$ cat src/rtl/popcount30_pkg.sv
`default_nettype none
// ============================================================================
// Module   : popcount30_pkg
// Brief    : Shared widths, weight limit and state type for the vector generator
// Revision : 1.0
// ============================================================================
package popcount30_pkg;

    localparam int WIDTH      = 30;
    localparam int CW         = 5;
    localparam int MAX_WEIGHT = 30;

    typedef enum logic [1:0] {
        IDLE = 2'd0,
        RUN  = 2'd1,
        DONE = 2'd2
    } vg_state_t;

endpackage : popcount30_pkg
`default_nettype wire

$ cat src/rtl/popcount30_therm_rot.sv
`default_nettype none
// ============================================================================
// Module   : popcount30_therm_rot
// Brief    : Combinational rotl(therm(k), offset) over WIDTH bits
// Revision : 1.0
// ============================================================================
module popcount30_therm_rot #(
    parameter int WIDTH = popcount30_pkg::WIDTH,
    parameter int CW    = popcount30_pkg::CW
) (
    input  logic [CW-1:0]    k_i,
    input  logic [CW-1:0]    offset_i,
    output logic [WIDTH-1:0] vec_o
);
    import popcount30_pkg::*;

    logic [WIDTH-1:0]   w_therm;
    logic [2*WIDTH-1:0] w_dbl;

    genvar i;
    generate
        for (i = 0; i < WIDTH; i++) begin : g_therm
            assign w_therm[i] = (k_i > CW'(i));
        end
    endgenerate

    // Upper half of the doubled word shifted left is the cyclic rotation.
    assign w_dbl = {w_therm, w_therm} << offset_i;
    assign vec_o = w_dbl[2*WIDTH-1:WIDTH];

endmodule : popcount30_therm_rot
`default_nettype wire

$ cat src/rtl/popcount30_vecgen.sv
`default_nettype none
// ============================================================================
// Module   : popcount30_vecgen
// Brief    : Streams WIDTH-bit vectors of exact Hamming weight with rotation
// Revision : 1.0
// ============================================================================
module popcount30_vecgen #(
    parameter int WIDTH = popcount30_pkg::WIDTH,
    parameter int CW    = popcount30_pkg::CW
) (
    input  logic             clk,
    input  logic             rst_n,
    input  logic             start_i,
    input  logic [CW-1:0]    weight_i,
    input  logic [CW-1:0]    step_i,
    input  logic [15:0]      count_i,
    output logic [WIDTH-1:0] vec_o,
    output logic [CW-1:0]    weight_o,
    output logic             vec_valid_o,
    input  logic             vec_ready_i,
    output logic             busy_o,
    output logic             done_o
);
    import popcount30_pkg::*;

    vg_state_t        state_q, state_d;
    logic [CW-1:0]    k_q, k_d;
    logic [CW-1:0]    s_q, s_d;
    logic [CW-1:0]    off_q, off_d;
    logic [15:0]      rem_q, rem_d;

    logic             w_run;
    logic             w_fire;
    logic [CW:0]      w_off_sum;
    logic [WIDTH-1:0] w_rot;

    assign w_run     = (state_q == RUN);
    assign w_fire    = w_run && vec_ready_i;
    assign w_off_sum = {1'b0, off_q} + {1'b0, s_q};

    always_ff @(posedge clk or negedge rst_n) begin
        if (!rst_n) begin
            state_q <= IDLE;
            k_q     <= '0;
            s_q     <= '0;
            off_q   <= '0;
            rem_q   <= '0;
        end else begin
            state_q <= state_d;
            k_q     <= k_d;
            s_q     <= s_d;
            off_q   <= off_d;
            rem_q   <= rem_d;
        end
    end

    always_comb begin
        state_d = state_q;
        k_d     = k_q;
        s_d     = s_q;
        off_d   = off_q;
        rem_d   = rem_q;
        case (state_q)
            IDLE: begin
                if (start_i) begin
                    k_d     = (weight_i > CW'(MAX_WEIGHT)) ? CW'(MAX_WEIGHT) : weight_i;
                    // step_i never exceeds 2*WIDTH-1, so one subtraction reduces it.
                    s_d     = (step_i >= CW'(WIDTH)) ? (step_i - CW'(WIDTH)) : step_i;
                    off_d   = '0;
                    rem_d   = count_i;
                    state_d = (count_i == 16'd0) ? DONE : RUN;
                end
            end
            RUN: begin
                if (w_fire) begin
                    off_d = (w_off_sum >= (CW+1)'(WIDTH)) ?
                            CW'(w_off_sum - (CW+1)'(WIDTH)) : w_off_sum[CW-1:0];
                    rem_d = rem_q - 16'd1;
                    if (rem_q == 16'd1) begin
                        state_d = DONE;
                    end
                end
            end
            DONE:    state_d = IDLE;
            default: state_d = IDLE;
        endcase
    end

    popcount30_therm_rot #(
        .WIDTH (WIDTH),
        .CW    (CW)
    ) u_therm_rot (
        .k_i      (k_q),
        .offset_i (off_q),
        .vec_o    (w_rot)
    );

    // Outputs are gated by the state register so an async reset clears them at once.
    assign vec_valid_o = w_run;
    assign busy_o      = w_run;
    assign done_o      = (state_q == DONE);
    assign vec_o       = w_run ? w_rot : '0;
    assign weight_o    = w_run ? k_q : '0;

endmodule : popcount30_vecgen
`default_nettype wire

$ cat config.mk
export PLATFORM = sky130hd
export DESIGN_NAME = popcount30_vecgen
export DESIGN_NICKNAME = d
export VERILOG_FILES = /design/src/rtl/popcount30_pkg.sv /design/src/rtl/popcount30_therm_rot.sv /design/src/rtl/popcount30_vecgen.sv
export SDC_FILE = /design/constraint.sdc
export NUM_CORES = 1
export LEC_CHECK = 0
export CORE_UTILIZATION = 50
export DETAILED_ROUTE_END_ITERATION = 10
export HOLD_SLACK_MARGIN = 0.12
export PLACE_DENSITY = 0.8
export SYNTH_ARGS = -nofsm -noshare
export SYNTH_HDL_FRONTEND = slang
export SYNTH_SLANG_ARGS = --single-unit
$ cat constraint.sdc
create_clock -name clk -period 4.05 [get_ports clk]
set_clock_uncertainty 0.1 [all_clocks]
set_input_delay 0.6075 -clock clk [delete_from_list [all_inputs] [get_ports clk]]
set_output_delay 0.6075 -clock clk [all_outputs]
set_load 0.005 [all_outputs]
# Yosys cells after proc, flatten, opt, wreduce, memory -nomap -nowiden
# Index checks and enable logic that the tools add are counted.
# W data, S select, Z words.
[word_totals] reg_bits=33 latchBits=0 mem_bits_rw=0 mem_bits_ro=0 in_bits=30 output_inout_bits=38 memories=0
[op_classes] n_addsub=4 multipliers=0 n_div=0 n_lt_le_gt_ge=33 eq_ne=6 n_shift=1 n_mux=16 bitwise_logic=0 n_reduce_logical=7
[op_table] operator="$gt A5 B5 Y1 const B" n=15
[op_table] operator="$shl A60 B5 Y60" n=1
[op_table] operator="$gt A5 B4 Y1 const B" n=8
[op_table] operator="$mux W16" n=2
[op_table] operator="$pmux W16 S2" n=1
[op_table] operator="$mux W30" n=1
[op_table] operator="$mux W5" n=6
[op_table] operator="$gt A5 B3 Y1 const B" n=4
[op_table] operator="$eq A16 B1 Y1 const B" n=1
[op_table] operator="$logic_not A16 Y1" n=1
[op_table] operator="$sub A16 B1 Y16 const B" n=1
[op_table] operator="$gt A5 B1 Y1 const B" n=2
[op_table] operator="$gt A5 B2 Y1 const B" n=2
[op_table] operator="$pmux W5 S2" n=1
[op_table] operator="$sub A5 B5 Y5 const B" n=2
[op_table] operator="$mux W2" n=4
[op_table] operator="$add A5 B5 Y6" n=1
[op_table] operator="$ge A6 B5 Y1 const B" n=1
[op_table] operator="$reduce_and A3 Y1" n=2
[op_table] operator="$ge A5 B5 Y1 const B" n=1
[op_table] operator="$ne A2 B1 Y1 const B" n=2
[op_table] operator="$pmux W2 S2" n=1
[op_table] operator="$eq A2 B1 Y1 const B" n=1
[op_table] operator="$eq A2 B2 Y1 const B" n=1
[op_table] operator="other kinds (5)" n=5

# Longest topological paths before layout
[logic_depth] word_depth=5 depth_mapped=11 ltp_nobuf=9

# By module
# From an unflattened synthesis, not the netlist that was laid out.
[unflattened] cells_unflattened=592 area_unflattened_um2=4366.7
[by_module_without_submodules] mod="popcount30_vecgen" n_inst=1 cells_each=277 area_per_inst_um2=2334.7
[by_module_without_submodules] mod="popcount30_therm_rot" n_inst=1 cells_each=315 area_per_inst_um2=2031.9

# Worst setup path before layout
# OpenSTA, ideal clock, no wires.
[synth_path] path_type="register to register" startpoint="register off_q[1]" endpoint="register off_q[3]" t_arrival_ns=2.554 slack_ns=1.250 path_stages_with_launch=11 synth_period_minus_slack_ns=2.800 cell_sequence="dfrtp_1 > clkbuf_1 > inv_1 > clkbuf_1 > clkbuf_1 > fa_1 > xnor2_1 > nor4bb_1 > a21oi_1 > a21oi_1 > o311ai_0"
[synth_via] elab_chain_len=5 elab_cells_between_ends=6 cone_classes="add/sub (2); order compare (1); mux (3)"
[synth_rtl] item="start, declared" line="popcount30_vecgen.sv:29" source="logic [CW-1:0] off_q, off_d;"
[synth_rtl] item="start signal, assigned" line="popcount30_vecgen.sv:46" source="off_q <= '0;"
[synth_rtl] item="start signal, assigned" line="popcount30_vecgen.sv:52" source="off_q <= off_d;"
[synth_rtl] item="$add A5 B5 Y6 (*)" line="popcount30_vecgen.sv:39" source="assign w_off_sum = {1'b0, off_q} + {1'b0, s_q};"
[synth_rtl] item="$sub A5 B5 Y5 or $ge A6 B5 Y1 (tied branches)" line="popcount30_vecgen.sv:77, popcount30_vecgen.sv:76"
[synth_rtl] item="$mux W5 (*)" line="popcount30_vecgen.sv:76" source="off_d = (w_off_sum >= (CW+1)'(WIDTH)) ?"
[synth_rtl] item="$mux W5 (*)" line="popcount30_vecgen.sv:75" source="if (w_fire) begin"
[synth_rtl] item="$pmux W5 S2 (*)" line="popcount30_vecgen.sv:63" source="case (state_q)"
# Mark *: on every way between the ends. The rest lies on a longest branch, timed or not. The select of a mux whose other input is x is not followed.
# A chain may end at the register's enable or synchronous reset.

# Worst setup path in the final report
[layout_path] startpoint="register k_q[1]" endpoint="output vec_o[2]"
[layout_via] elab_chain_len=3 elab_cells_between_ends=32 cone_classes="order compare (30); shift (1); mux (1)"
[layout_rtl] item="start, declared" line="popcount30_vecgen.sv:27" source="logic [CW-1:0] k_q, k_d;"
[layout_rtl] item="start signal, assigned" line="popcount30_vecgen.sv:50" source="k_q <= k_d;"
[layout_rtl] item="$gt A5 B1 Y1 (tied with other cells)" line="popcount30_therm_rot.sv:23" source="assign w_therm[i] = (k_i > CW'(i));"
[layout_rtl] item="$shl A60 B5 Y60 (*)" line="popcount30_therm_rot.sv:28" source="assign w_dbl = {w_therm, w_therm} << offset_i;"
[layout_rtl] item="$mux W30 (*)" line="popcount30_vecgen.sv:102" source="assign vec_o = w_run ? w_rot : '0;"
[layout_rtl] item="end, declared" line="popcount30_vecgen.sv:17" source="output logic [WIDTH-1:0] vec_o,"
# Mark *: on every way between the ends. The rest lies on a longest branch, timed or not.

==> results.cfg <==
[final_layout]
fin_nets = 632
fin_cells = 692
drive_gt1_frac = 0.0624
stdcell_area_sq_um = 4630
syn_to_final_growth_pct = 20.2
regArea_sq_um = 826
multi_input_area_sq_um = 2750
fill_cells = 654
final_util = 0.631
antenna_cells = 0

[placement]
post-place-ws_ns = 0.581
place_congestion = 0.951
hpwlAfterDp_um = 9050
portBuffers = 67
dp_cells = 684
place_area_sq_um = 4540

[status]
status = completed

[global_routing]
grt_pass1_vias = 4203
overflow = 0
grt_first_pass_wirelength_um = 20700
grt_start_max_net_pins = 48
grt.total_usage = 0.309
antenna_found_initial = 0

[cts]
cts_setup_buffers = 0
clockBufferDepth = 2
numCtsBuffers = 5
cts_num_sinks = 33
cts_hold_buffers = 0
cts_resized = 0
cts-htree-levels = 2
clkTransAtPathRegs_ns = 0.07
cts_tree = built
cts-root-buf = clkbuf_8
clkLatencyLatePin_ns = 0.29

[synth]
synth_area_leaders = dfrtp_1 21%, nand2_1 6.6%, a21oi_1 6.2%, nor2_1 5.7%, o21ai_0 5.6%
yosysWarningCount = 0
synth_top_cell_area_share = 0.214
yosysSeqAreaShare = 0.214
synthFlopType = dfrtp_1
yosys.area_share.adder = 0.0452
synth_most_common_cell = nand2_1
synth_area_sq_um = 3850
yosys_register_bits = 33
synth_mux_area_frac = 0.0403
synth-compound-area-share = 0.380
synth_edf_count = 0
synth.distinct_cells = 64
synthesis.nets = 593
yosys.area.top_type = dfrtp_1
synth_top_family_by_area = compound AO/OA/AOI/OAI gates
syn_avg_cell_area_sq_um = 6.96
synthCells = 553
synthArstFlopShare = 1.00
synthXorXnorAreaFrac = 0.00910
synthTopCellsByCount = 68 x nand2_1, 58 x nor2_1, 48 x a21oi_1, 43 x o21ai_0, 33 x dfrtp_1
synth_simple_gate_area_frac = 0.240

[power_and_ir_drop]
vdd_ir_drop_max_uv = 569
p_leak_nw = 1.77
powerDensity_nw_per_um2 = 1180

[floorplan]
die_y_um = 89.8
io_pins = 68
start_util = 0.525
fp.coreArea_sq_um = 7330
placementRows = 31
die_w_um = 89.8
fp.dieArea_sq_um = 8060

[timing]
fin_crit_ns = 3.84
fin_crit_sh = 0.949
tns_ns = 0
fmax_mhz = 260
setup_slack_ns = 0.206
setup_violations = 0
relSlewSlack = 0.457
rsz0062_at_grt = no
drv_slew = 0
tightest_slew_ns = 0.794
timing.final.hold_violations = 0

[critical_path]
cp.required_ns = 3.34
crit_type = flip-flop to primary output
worst_setup_path_end_kind = primary output
critPathArrivalTime_ns = 3.14
ff2ff_setup_slack_ns = 0.98
critPathMaxFanout = 22
startpoint_type = flip-flop

[drt]
wirelength_um = 12500
drc_errors = 0
first_iter_violations = 601
ant_nets = 0
wl_per_cell_um = 18.1
vias = 4624
via_per_inst = 6.68
firstDrtPassIters = 5

[worst_hold_path]
worstHoldPathType = flip-flop to flip-flop

[run]
cap_violations = 0
==> metrics by stage <==
step | power [W] | hold WS, ns
finish | 0.00546 | 0.382
global route | 0.00588 | 0.426
CTS | 0.00540 | 0.387
detailed placement | 0.00513 | 0.367
global placement | 0.00506 | 0.359
floorplan | 0.00347 | 0.212
==> power breakdown <==
part	leakage [nW]	internal, W	switching [W]
Clock	0.0439	0.000119	0.000135
Combinational	1.33	0.00202	0.00246
Sequential	0.396	0.000490	0.000227
==> state kept, by name, indices dropped and copies added, names as in the netlist <==
name / count
k_q: 5
off_q: 5
rem_q: 16
s_q: 5
state_q: 2
==> cell type report <==
| class | instances | area share |
|---|---|---|
| clock inverters | 3 | 0.00379 |
| flip-flops and latches | 33 | 0.178 |
| multi-input cells | 455 | 0.595 |
| well taps | 99 | 0.0268 |
| repair buffers | 82 | 0.169 |
| inverters | 15 | 0.0122 |
| clock buffers | 5 | 0.0149 |
==> per-layer routing <==
layer / part of all wire / track usage / vias to the layer above
met5: 0 / 0 / -
met4: 0.046 / 0.160 / 0
met3: 0.068 / 0.0338 / 51
met2: 0.48 / 0.518 / 257
met1: 0.41 / 0.393 / 2140
li1: - / - / 2176
==> logic make-up after synthesis <==
family,Yosys count
AND/OR/NAND/NOR,203
adder cells (fa/ha/maj),14
multiplexers,15
flip-flops,33
AO/OA/AOI/OAI,219
buffers and inverters,65
XOR/XNOR,4
==> cell usage in the layout, fill, tap and decap left out, types with 4 or more instances in the layout <==
cell type        synthesis  final
a221oi_1                 6      6
a21oi_1                 48     48
nor4_1                  11     11
mux2i_1                 11     11
clkbuf_8                 0      5
and2_1                   6      6
buf_4                    1     15
a211oi_1                 7      7
o22ai_1                 24     24
a211o_1                  4      4
inv_1                   11     11
o2bb2ai_1               12     12
ha_1                     9      9
dfrtp_1                 33     33
a31oi_1                 10     10
nand3_1                 21     21
nor2_1                  58     58
o211ai_1                11     11
clkdlybuf4s50_1          0     67
o221ai_1                 5      5
nor3_1                  15     15
nand2_1                 68     68
a21o_1                   5      5
or3_1                    6      6
o22a_1                   7      7
mux2_2                   4      4
a22oi_1                  6      6
a22o_1                   5      5
o21ai_0                 43     43
==> path summary, 6_finish.rpt <==
path,start,to,cells after the start
max in group asynchronous,rst_n,off_q[2],2
setup / recovery,k_q[1],vec_o[2],7
hold / removal,s_q[3],s_q[3],2
hold reg to reg,s_q[3],s_q[3],2
setup reg to reg,off_q[0],off_q[2],8
min in group asynchronous,rst_n,k_q[2],2
==> critical path: stages (launching register included) <==
cell and delay [ns]:
dfrtp_1 0.73, or3_1 0.32, a21o_1 0.16, a2bb2oi_2 0.09, a2111oi_0 0.58, mux2i_1 0.22, o22ai_1 0.20, clkdlybuf4s50_1 0.54
Note: power is estimated with default switching activity, not from simulation.
